File: config.mk
export PLATFORM = sky130hd
export DESIGN_NAME = cache_fill_arbiter
export DESIGN_NICKNAME = d
export VERILOG_FILES = /design/src/rtl/cache_fill_arbiter.sv
export SDC_FILE = /design/constraint.sdc
export NUM_CORES = 1
export LEC_CHECK = 0
export BUFFER_PORTS_ARGS = -buffer_cell sky130_fd_sc_hd__buf_2
export CORE_MARGIN = 2
export CORE_UTILIZATION = 40
export CTS_CLUSTER_DIAMETER = 150
export DETAILED_ROUTE_END_ITERATION = 7
export HOLD_SLACK_MARGIN = 0.06
export PLACE_DENSITY = 0.85
export SYNTH_ARGS = -nofsm -noshare
export SYNTH_HDL_FRONTEND = slang
export SYNTH_SLANG_ARGS = --single-unit
File: constraint.sdc
create_clock -name clk -period 4.2 [get_ports clk]
set_input_delay 0.84 -clock clk [delete_from_list [all_inputs] [get_ports clk]]
set_output_delay 0.84 -clock clk [all_outputs]
set_load 0.005 [all_outputs]
File: src/rtl/cache_fill_arbiter.sv
// Main-memory arbiter: store > D fill > I fill; 8-word pipelined fills, done pulses with the last word.
// Grant one cycle after sampling, IDLE turnaround between grants; optional `CACHE_ARB_RR_EN` round-robins the two fills.
module cache_fill_arbiter #(
  parameter int ADDR_W      = 16,
  parameter int DATA_W      = 16,
  parameter int BLOCK_WORDS = 8,
  parameter int MEM_LAT     = 4
) (
  input  logic                           clk,
  input  logic                           rst_n,
  input  logic                           i_miss,
  input  logic [ADDR_W-1:0]              i_miss_addr,
  input  logic                           d_miss,
  input  logic [ADDR_W-1:0]              d_miss_addr,
  input  logic                           d_wr_req,
  input  logic [ADDR_W-1:0]              d_wr_addr,
  input  logic [DATA_W-1:0]              d_wr_data,
  output logic                           mem_en,
  output logic                           mem_wr,
  output logic [ADDR_W-1:0]              mem_addr,
  output logic [DATA_W-1:0]              mem_wdata,
  input  logic [DATA_W-1:0]              mem_rdata,
  input  logic                           mem_valid,
  output logic [DATA_W-1:0]              fill_data,
  output logic [$clog2(BLOCK_WORDS)-1:0] fill_word,
  output logic                           i_fill_we,
  output logic                           d_fill_we,
  output logic                           i_fill_done,
  output logic                           d_fill_done,
  output logic                           d_wr_ack,
  output logic                           busy
);

  localparam int WORD_W = $clog2(BLOCK_WORDS);
  localparam int OFF_W  = WORD_W + 1;
  localparam logic [ADDR_W-1:0] BASE_MASK = ~ADDR_W'((1 << OFF_W) - 1);
  localparam logic [WORD_W:0]   NWORDS    = (WORD_W+1)'(BLOCK_WORDS);
  localparam logic [WORD_W-1:0] LAST_WORD = WORD_W'(BLOCK_WORDS - 1);

  if (BLOCK_WORDS < 2 || (BLOCK_WORDS & (BLOCK_WORDS - 1)) != 0 || MEM_LAT < 1) begin : gParamCheck
    $error("cache_fill_arbiter: BLOCK_WORDS must be a power of 2 >= 2 and MEM_LAT >= 1");
  end

  typedef enum logic [1:0] {IDLE, FILL_I, FILL_D, WRITE} state_t;

  state_t              state, stateNext;
  logic [ADDR_W-1:0]   baseAddr;
  logic [WORD_W:0]     issueCnt;
  logic [WORD_W-1:0]   retCnt;
  logic                inFill, issuing, lastRet;
  logic                grantD, grantI;

  assign inFill  = (state == FILL_I) || (state == FILL_D);
  assign issuing = inFill && (issueCnt != NWORDS);
  assign lastRet = inFill && mem_valid && (retCnt == LAST_WORD);

`ifdef CACHE_ARB_RR_EN
  // History bit: 1 when the most recent fill went to D; reset means "I last" so D wins first.
  logic lastD;
  always_ff @(posedge clk) begin
    if (!rst_n) begin
      lastD <= 1'b0;
    end else if (state == IDLE && !d_wr_req) begin
      if (grantD)      lastD <= 1'b1;
      else if (grantI) lastD <= 1'b0;
    end
  end
  assign grantD = d_miss && (!i_miss || !lastD);
`else
  assign grantD = d_miss;
`endif
  assign grantI = i_miss && !grantD;

  always_comb begin
    stateNext   = state;
    mem_en      = 1'b0;
    mem_wr      = 1'b0;
    mem_addr    = '0;
    mem_wdata   = '0;
    fill_data   = '0;
    fill_word   = '0;
    i_fill_we   = 1'b0;
    d_fill_we   = 1'b0;
    i_fill_done = 1'b0;
    d_fill_done = 1'b0;
    d_wr_ack    = 1'b0;
    busy        = (state != IDLE);
    case (state)
      IDLE: begin
        if (d_wr_req)    stateNext = WRITE;
        else if (grantD) stateNext = FILL_D;
        else if (grantI) stateNext = FILL_I;
      end
      WRITE: begin
        mem_en    = 1'b1;
        mem_wr    = 1'b1;
        mem_addr  = d_wr_addr;
        mem_wdata = d_wr_data;
        d_wr_ack  = 1'b1;
        stateNext = IDLE;
      end
      FILL_I, FILL_D: begin
        mem_en = issuing;
        if (issuing) mem_addr = baseAddr | ADDR_W'({issueCnt[WORD_W-1:0], 1'b0});
        fill_data   = mem_rdata;
        fill_word   = retCnt;
        i_fill_we   = (state == FILL_I) && mem_valid;
        d_fill_we   = (state == FILL_D) && mem_valid;
        i_fill_done = (state == FILL_I) && lastRet;
        d_fill_done = (state == FILL_D) && lastRet;
        if (lastRet) stateNext = IDLE;
      end
      default: stateNext = IDLE;
    endcase
  end

  always_ff @(posedge clk) begin
    if (!rst_n) begin
      state    <= IDLE;
      baseAddr <= '0;
      issueCnt <= '0;
      retCnt   <= '0;
    end else begin
      state <= stateNext;
      if (state == IDLE) begin
        issueCnt <= '0;
        retCnt   <= '0;
        if (!d_wr_req) begin
          if (grantD)      baseAddr <= d_miss_addr & BASE_MASK;
          else if (grantI) baseAddr <= i_miss_addr & BASE_MASK;
        end
      end else if (inFill) begin
        if (issuing)   issueCnt <= issueCnt + 1'b1;
        if (mem_valid) retCnt   <= retCnt + 1'b1;
      end
    end
  end

endmodule
==> flow_metrics.tcl, run 1 <==
set metrics [dict create \
    rsz0062_at_grt "false" \
    ctsLongestPathBuffers 2 \
    die_x_um 67.23 \
    core_um2 3744 \
    cts.sink_count 21 \
    crit_chain "ha_1 -> inv_1 -> nor2_1 -> a22o_2 -> buf_2" \
    postSynthAreaPerCell_um2 8.643 \
    cp_max_fo 21 \
    post-route-period-util_pct 79.38 \
    switching_share_pct 43.06 \
    ios 145 \
    hp-class "flop to flop" \
    synthMostInstantiatedCell "and2_1" \
    ys.flop_type "dfxtp_1" \
    wl_per_cell_um 13.24 \
    cp.buffers_inverters 2 \
    vias 1812 \
    ctsResizeCount 0 \
    fin_nets 408 \
    ir_drop_uv 272.7 \
    route.detailed.drc 0 \
    layout.cells.non_filler 360 \
    cp_num_cells 5 \
    drtIter0Drc 87 \
    grt_max_degree 31 \
    place_congestion 0.7880 \
    power_frac_clock_pct 12.6 \
    clkLatencyLatePin_ns 0.26 \
    crit_type "flop to primary output" \
    port_buffers 136 \
    antennaDiodeCount 0 \
    areaGrowthSynthToFinish_pct 44.44 \
    cp.arrival_ns 2.49 \
    yosysTopAreaCellShare_pct 26.29 \
    postRouteAntennaNets 0 \
    fmax_mhz 300.0 \
    async_flop_share_pct 0 \
    crit_family "simple AND/OR/NAND/NOR gates" \
    place_inst 356 \
    crit_required_ns 3.36 \
    drv_cap 0 \
    combPwrFrac_pct 61.8 \
    numCtsBuffers 3 \
    die_h_um 67.23 \
    timing.clock.skew_ns 0.001412 \
    grt_remaining_overflow 0 \
    yosys-top-cells-count "and2_1 (37), dfxtp_1 (21), a22o_2 (14), mux2i_1 (14), nand3_1 (14)" \
    yosysWarningCount 0 \
    relSlewSlack_pct 33.98 \
    synth_seq_cells 21 \
    netlist_instances 185 \
    p_per_area_nw_per_um2 462.5 \
    status "finished clean" \
    fin_ws_ns 0.8662 \
    clk_pin_slew_ns 0.08 \
    tns_ns 0 \
    fin_crit_ns 3.334 \
    finalSetupViolCount 0 \
    start_kind "flop" \
    finalHoldViolCount 0 \
    hold_ws_ns 0.4736 \
    root_buffer "clkbuf_8" \
    fin_total_pwr_mw 1.068 \
    synth_top_cell_by_area "dfxtp_1" \
    fillers 362 \
    reg2reg_depth 5 \
    p_seq_share_pct 25.6 \
    ys_seq_area_share_pct 26.29 \
    maxSlewViolCount 0 \
    wirelength_mm 4.767 \
    tightestPinTransition_ns 0.9867 \
    power.switching_mw 0.4599 \
    synth-edff-count 0 \
    endpoint_kind "primary output" \
    min_path_cells 2 \
    ctsHoldBuffers 0 \
    cts_tree "done" \
    rows 22 \
    crit_slowest_cell "nor2_1" \
    h-tree-depth 1 \
    cts_setup_buffers 0 \
    dpl.hpwl_mm 3.765 \
    grt_pass1_wl_mm 7.286 \
    syn-num-nets 280 \
    track_usage_pct 21.15 \
    ys_top_cells_by_area "dfxtp_1 (26%), and2_1 (14%), a22o_2 (8.8%)" \
    dp_slack_ns 1.186 \
    via_per_inst 5.033 \
    synth_cell_types 31 \
    slowest_delay_ns 0.78 \
    drive_gt1_share_pct 51.28 \
    p_leak_nw 1.405 \
    grt_pass1_vias 1573 \
    drt_first_pass_iters 4 \
    antenna_found_initial 0 \
    die-area_um2 4519 \
    p_int_mw 0.6083 \
    initial_utilization_pct 42.71 \
    syn_area_um2 1599 \
]
registers in the layout, summed over array words and instances (netlist names):
register  cells
issueCnt      4
state         2
retCnt        3
baseAddr     12
area by class of cell:
cell class	count	area, um2	share of cell area [%]
multi-input cells	142	1066	46.15
repair buffers	137	688.2	29.79
flip-flops and latches	21	420.4	18.20
well taps	48	60.06	2.600
clock buffers	4	45.04	1.950
inverters	8	30.03	1.300
through the flow:
step,util (%),cell area [um2]
after floorplan,-,1599
after global placement,60.49,2265
after detailed placement,60.49,2265
after CTS,61.70,2310
after global routing,61.70,2310
final,61.70,2310
final timing paths:
check	start	to	slack, ns
setup / recovery	state[1]	mem_addr[10]	0.87
setup reg to reg	state[0]	baseAddr[10]	2.35
hold reg to reg	retCnt[2]	retCnt[2]	0.47
hold / removal	retCnt[2]	retCnt[2]	0.47
cell usage in the layout (no fill, tap or decap), types with 2 or more instances in the layout:
cell | synthesis | routed
ha_1 | 9 | 9
buf_2 | 3 | 136
nand2_1 | 10 | 10
nor2_1 | 5 | 5
a22o_2 | 14 | 14
inv_1 | 7 | 7
a21oi_1 | 6 | 6
clkbuf_8 | 0 | 3
and2_1 | 37 | 37
and3_1 | 3 | 3
o21ai_0 | 3 | 3
o211a_1 | 12 | 12
mux2i_1 | 14 | 14
dfxtp_1 | 21 | 21
xor2_1 | 2 | 2
nand3_1 | 14 | 14
o211ai_1 | 2 | 2
power groups by stage:
stage	registers, mW	clock network [mW]	logic, mW
6_report	0.274	0.134	0.660
5_1_grt	0.280	0.147	0.729
3_3_place_gp	0.276	0	0.644
4_1_cts	0.274	0.138	0.664
3_5_place_dp	0.278	0	0.659
2_1_floorplan	0.268	0	0.446
cells by family (layout without fill, tap and decap cells):
kind of cell / after synthesis / in the layout / share of synthesized area, %
DFF: 21 / 21 / 26.29
muxes: 14 / 14 / 8.763
adders and majority gates: 9 / 9 / 7.042
xor gates and xnor gates: 2 / 2 / 1.096
and+or+nand+nor: 78 / 78 / 28.48
buffers and inverters: 22 / 149 / 7.042
AOI/OAI and AO/OA: 39 / 39 / 21.28
per-layer routing:
layer	wire, um	track usage (%)	vias up
li1	-	-	903
met1	1936	25.48	829
met2	2453	38.12	73
met3	334	4.333	7
met4	43	5.357	0
met5	0	0	-
worst reg2reg max path: stages, from the launching register on:
cell	delay (ns)
dfxtp_1	0.34
inv_1	0.11
ha_1	0.34
inv_2	0.13
nor3_2	0.66
o211a_1	0.22
Note: power is estimated with default switching activity, not from simulation.
==> run 2, diff against run 1 <==
--- a/config.mk
+++ b/config.mk
@@ -5,13 +5,14 @@
 export SDC_FILE = /design/constraint.sdc
 export NUM_CORES = 1
 export LEC_CHECK = 0
+export ABC_AREA = 1
 export BUFFER_PORTS_ARGS = -buffer_cell sky130_fd_sc_hd__buf_2
 export CORE_MARGIN = 2
-export CORE_UTILIZATION = 40
+export CORE_UTILIZATION = 35
 export CTS_CLUSTER_DIAMETER = 150
 export DETAILED_ROUTE_END_ITERATION = 7
 export HOLD_SLACK_MARGIN = 0.06
-export PLACE_DENSITY = 0.85
+export PLACE_DENSITY = 0.77
 export SYNTH_ARGS = -nofsm -noshare
 export SYNTH_HDL_FRONTEND = slang
 export SYNTH_SLANG_ARGS = --single-unit
==> constraint.sdc (replaced) <==
create_clock -name clk -period 2.85 [get_ports clk]
set_input_delay 0.57 -clock clk [delete_from_list [all_inputs] [get_ports clk]]
set_output_delay 0.57 -clock clk [all_outputs]
set_load 0.005 [all_outputs]
==> run 2 against run 1 <==
- register-to-register slack got worse by 1.3 ns
- global-route usage decreased by 4.2 points
- die area increased by 22%
- sequential power increased by 44%
- clock skew increased by 0.00057 ns
- cell area increased by 6.8%
==> flow_metrics.tcl, run 2 <==
set metrics [dict create \
    tns_ns 0 \
    maxSlewViolCount 0 \
    antenna_found_initial 0 \
    synth_top_cell_by_area "dfxtp_1" \
    regMostFlops "baseAddr" \
    rows 25 \
    endpoint_kind "primary output" \
    ctsLongestPathBuffers 2 \
    dpl.hpwl_mm 3.914 \
    cts.sink_count 21 \
    yosys-top-cells-count "nand2_1 (93), inv_1 (71), nor2_1 (37), o21ai_0 (23), dfxtp_1 (21)" \
    ctsResizeCount 0 \
    async_flop_share_pct 0 \
    dpl-instance-area_um2 2421 \
    dp_slack_ns 0.6124 \
    die-area_um2 5507 \
    syn_area_um2 1725 \
    crit_type "flop to primary output" \
    layout.cells.non_filler 503 \
    postLayoutCoreUtil_pct 52.21 \
    netlist_instances 310 \
    most-common-layout-cells "buf_2 (136), nand2_1 (93), inv_1 (71), nor2_1 (37), o21ai_0 (23)" \
    areaGrowthSynthToFinish_pct 42.93 \
    p_per_area_nw_per_um2 705.0 \
    yosysTopAreaCellShare_pct 24.37 \
    crit_required_ns 2.28 \
    p_leak_nw 1.706 \
    drt_first_pass_iters 4 \
    seqCellArea_um2 420.4 \
    ys.flop_type "dfxtp_1" \
    route.detailed.drc 0 \
    antennaDiodeCount 0 \
    fin_ws_ns 0.3445 \
    drtIter0Drc 30 \
    drv_cap 0 \
    cts_setup_buffers 0 \
    fillers 497 \
    fmax_mhz 399.1 \
    tightestPinTransition_ns 0.5616 \
    numCtsBuffers 3 \
    syn-num-nets 405 \
    synth_seq_cells 21 \
    place_congestion 0.7569 \
    synth_cell_types 20 \
    largest_reg_flops 12 \
    cp.arrival_ns 1.94 \
    ys_top_cells_by_area "dfxtp_1 (24%), nand2_1 (20%), inv_1 (15%)" \
    fin_nets 532 \
    synth-edff-count 0 \
    track_usage_pct 16.95 \
    die_x_um 74.21 \
    cts_tree "done" \
    fin_area_um2 2466 \
    die_h_um 74.21 \
    timing.clock.skew_ns 0.001986 \
    status "finished clean" \
    post-route-period-util_pct 87.91 \
    postRouteAntennaNets 0 \
    wl_per_cell_um 9.696 \
    finalSetupViolCount 0 \
    reg2reg_depth 8 \
    hp-class "flop to flop" \
    hold_ws_ns 0.4905 \
    core_um2 4723 \
    grt_pass1_vias 1771 \
    ir_drop_uv 299.6 \
    drive_gt1_share_pct 33.72 \
    finalHoldViolCount 0 \
    ctsHoldBuffers 0 \
    grt_max_degree 29 \
    grt_pass1_wl_mm 7.279 \
    synthMostInstantiatedCell "nand2_1" \
    vias 2160 \
    clkLatencyLatePin_ns 0.26 \
    fin_total_pwr_mw 1.739 \
    wirelength_mm 4.877 \
    relSlewSlack_pct 62.42 \
    root_buffer "clkbuf_8" \
    h-tree-depth 1 \
    port_buffers 136 \
    ios 145 \
    place_inst 499 \
    multiInputGateArea_um2 938.4 \
    grt_remaining_overflow 0 \
    cp_max_fo 18 \
    min_path_cells 2 \
    top_regs "baseAddr (12), issueCnt (4), retCnt (3)" \
    rsz0062_at_grt "false" \
    fin_crit_ns 2.506 \
    via_per_inst 4.294 \
    postSynthAreaPerCell_um2 5.566 \
    yosysWarningCount 0 \
    final_common_cell "buf_2" \
    start_kind "flop" \
    initial_utilization_pct 36.53 \
    clk_pin_slew_ns 0.08 \
    ys_seq_area_share_pct 24.37 \
]
run 2: cell count changes after synthesis, sizes merged, moves of 5 or more:
cell,previous run,this run
nand3,14,19
nor2,5,38
inv,8,72
mux2i,14,0
o211a,12,0
a22o,14,0
nand2,10,96
and2,37,1
o21ai,3,29
run 2: area by class of cell:
type                    instances  share of cell area [%]
clock buffers                   4                   1.826
inverters                      72                   10.96
multi-input cells             201                   38.05
flip-flops and latches         21                   17.05
well taps                      67                   3.399
repair buffers                138                   28.72
run 2: cells by family (layout without fill, tap and decap cells):
group                    count (synthesis)  count (layout)  synth area share (%)
buffers and inverters                   88             214                 21.25
adder cells (fa/ha/maj)                  9               9                 6.527
AO/OA/AOI/OAI                           36              36                 11.09
flip-flops                              21              21                 24.37
XOR/XNOR                                 1               1                0.5077
AND/OR/NAND/NOR                        155             155                 36.26
run 2: per-layer routing:
metal  GRT usage [%]  routed length [um]  vias to the layer above
met2           33.23                2356                      105
met1           18.16                1965                      892
li1                -                   -                     1158
met3           2.981                 496                        5
met4           5.556                  59                        0
met5               0                   0                        -
run 2: path summary, 6_finish.rpt:
| path | slack [ns] | end | startpoint |
|---|---|---|---|
| setup / recovery | 0.34 | mem_addr[5] | state[0] |
| hold / removal | 0.49 | retCnt[2] | retCnt[2] |
| setup reg to reg | 1.10 | state[1] | state[0] |
| hold reg to reg | 0.49 | retCnt[2] | retCnt[2] |
run 2: critical path: stages, from the launching register on:
cell	delay, ns
dfxtp_1	0.39
inv_1	0.10
ha_1	0.27
inv_2	0.29
nand2_2	0.26
o21ai_0	0.22
buf_2	0.14
run 2: report_power, final:
part | total, mW | switching, mW | internal, mW | leakage, nW
clock network | 0.202 | 0.102 | 0.0998 | 0.0228
registers | 0.394 | 0.0352 | 0.359 | 0.172
logic | 1.14 | 0.710 | 0.433 | 1.51
total | 1.74 | 0.847 | 0.892 | 1.71
==> run 3, diff against run 2 <==
--- a/config.mk
+++ b/config.mk
@@ -8,11 +8,11 @@
 export ABC_AREA = 1
 export BUFFER_PORTS_ARGS = -buffer_cell sky130_fd_sc_hd__buf_2
 export CORE_MARGIN = 2
-export CORE_UTILIZATION = 35
+export CORE_UTILIZATION = 39
 export CTS_CLUSTER_DIAMETER = 150
 export DETAILED_ROUTE_END_ITERATION = 7
 export HOLD_SLACK_MARGIN = 0.06
-export PLACE_DENSITY = 0.77
+export PLACE_DENSITY = 0.83
 export SYNTH_ARGS = -nofsm -noshare
 export SYNTH_HDL_FRONTEND = slang
 export SYNTH_SLANG_ARGS = --single-unit
==> constraint.sdc (replaced) <==
create_clock -name clk -period 2.8 [get_ports clk]
set_input_delay 0.56 -clock clk [delete_from_list [all_inputs] [get_ports clk]]
set_output_delay 0.56 -clock clk [all_outputs]
set_load 0.005 [all_outputs]
==> run 3 against run 2 <==
- via count fell by 0.56%
- power rose by 1.9%
- worst hold slack improved by 0.0082 ns
- largest power group unchanged
==> flow_metrics.tcl, run 3 (synthesis gave the netlist of run 2 again) <==
set metrics [dict create \
    p_per_area_nw_per_um2 725.2 \
    seqCellArea_um2 420.4 \
    top_regs "baseAddr (12), issueCnt (4), retCnt (3)" \
    cp.arrival_ns 1.97 \
    ctsResizeCount 0 \
    cts_tree "done" \
    wirelength_mm 4.664 \
    crit_chain "inv_1 -> ha_1 -> nand2_1 -> nand2_2 -> nand2_2 -> o21ai_0 -> buf_2" \
    fin_total_pwr_mw 1.772 \
    areaGrowthSynthToFinish_pct 41.62 \
    most-common-layout-cells "buf_2 (136), nand2_1 (93), inv_1 (71), nor2_1 (37), o21ai_0 (23)" \
    die_h_um 70.52 \
    hold_ws_ns 0.4987 \
    min-delay-start "retCnt[2]" \
    cts_setup_buffers 0 \
    maxSlewViolCount 0 \
    grt_remaining_overflow 0 \
    crit_slowest_cell "ha_1" \
    multiInputGateArea_um2 938.4 \
    antenna_found_initial 0 \
    tns_ns 0 \
    drtIter0Drc 42 \
    cts.sink_count 21 \
    ctsHoldBuffers 0 \
    cp_max_fo 14 \
    tightestPinTransition_ns 0.5807 \
    clkLatencyLatePin_ns 0.26 \
    ir_drop_uv 284.7 \
    status "finished clean" \
    slowest_delay_ns 0.39 \
    core_um2 4294 \
    grt_pass1_wl_mm 7.403 \
    drv_cap 0 \
    fmax_mhz 396.0 \
    fillers 441 \
    final_common_cell "buf_2" \
    grt_pass1_vias 1771 \
    port_buffers 136 \
    track_usage_pct 18.27 \
    relSlewSlack_pct 61.14 \
    drive_gt1_share_pct 34.10 \
    dpl.hpwl_mm 3.696 \
    wl_per_cell_um 9.538 \
    critPathLaunch "state[0]" \
    fin_ws_ns 0.2749 \
    p_leak_nw 1.711 \
    antennaDiodeCount 0 \
    regToRegSetupSlack_ns 1.08 \
    route.detailed.drc 0 \
    dp_slack_ns 0.5763 \
    cpMostUsedCell "nand2_2" \
    numCtsBuffers 3 \
    rows 24 \
    regMostFlops "baseAddr" \
    finalSetupViolCount 0 \
    endpoint_kind "primary output" \
    hp-class "flop to flop" \
    die_x_um 70.52 \
    root_buffer "clkbuf_8" \
    via_per_inst 4.393 \
    fin_nets 533 \
    rsz0062_at_grt "false" \
    clk_pin_slew_ns 0.08 \
    fin_crit_ns 2.525 \
    h-tree-depth 1 \
    grt_max_degree 34 \
    place_congestion 0.7288 \
    start_kind "flop" \
    vias 2148 \
    postRouteAntennaNets 0 \
    finalHoldViolCount 0 \
    ctsLongestPathBuffers 2 \
    crit_required_ns 2.24 \
    r2r-start "state[0]" \
    post-route-period-util_pct 90.18 \
    drt_first_pass_iters 4 \
    ios 145 \
    crit_type "flop to primary output" \
    initial_utilization_pct 40.18 \
    timing.clock.skew_ns 0.004798 \
    largest_reg_flops 12 \
    die-area_um2 4972 \
]
-- run 3: cell types whose count changed in the layout (fill, tap and decap cells not counted) --
cell      before  now
clkinv_2       0    1
clkbuf_1       1    0
buf_12         1    0
buf_4          1    3
-- run 3: final timing paths --
kind                      end  depth (start not counted)
hold / removal      retCnt[2]                          2
hold reg to reg     retCnt[2]                          2
setup / recovery  mem_addr[8]                          7
setup reg to reg     state[1]                          8
-- run 3: metal layers --
layer | routed length (um) | vias up | global-route usage (%)
li1 | - | 1158 | -
met4 | 52 | 0 | 5.769
met1 | 1838 | 889 | 20.33
met5 | 0 | - | 0
met2 | 2316 | 96 | 34.70
met3 | 457 | 5 | 3.319
-- run 3: per-stage QoR --
step	utilization [%]	cell area, um2	instances
floorplan	-	1725	310
global placement	55.83	2397	485
detailed placement	55.83	2397	485
CTS	56.91	2444	489
global route	56.91	2444	489
finish	56.91	2444	489
-- run 3: cell type report --
type	instances	area share [%]
Clock buffer	3	1.690
Clock inverter	1	0.2048
Inverter	72	11.06
Multi-Input combinational cell	201	38.40
Sequential cell	21	17.20
Tap cell	52	2.663
Timing Repair Buffer	139	28.78
-- run 3: power by group --
part	total, mW	switching [mW]	internal, mW
Clock	0.202	0.103	0.0992
Sequential	0.401	0.0359	0.365
Combinational	1.17	0.724	0.445
Total	1.77	0.862	0.910
-- run 3: critical path: cells and delay by family (launching register included) --
| family | cells | cell delay [ns] |
|---|---|---|
| fa+ha+maj | 1 | 0.39 |
| simple gates | 3 | 0.39 |
| flops | 1 | 0.38 |
| compound gates | 1 | 0.27 |
| buf+inv | 2 | 0.26 |
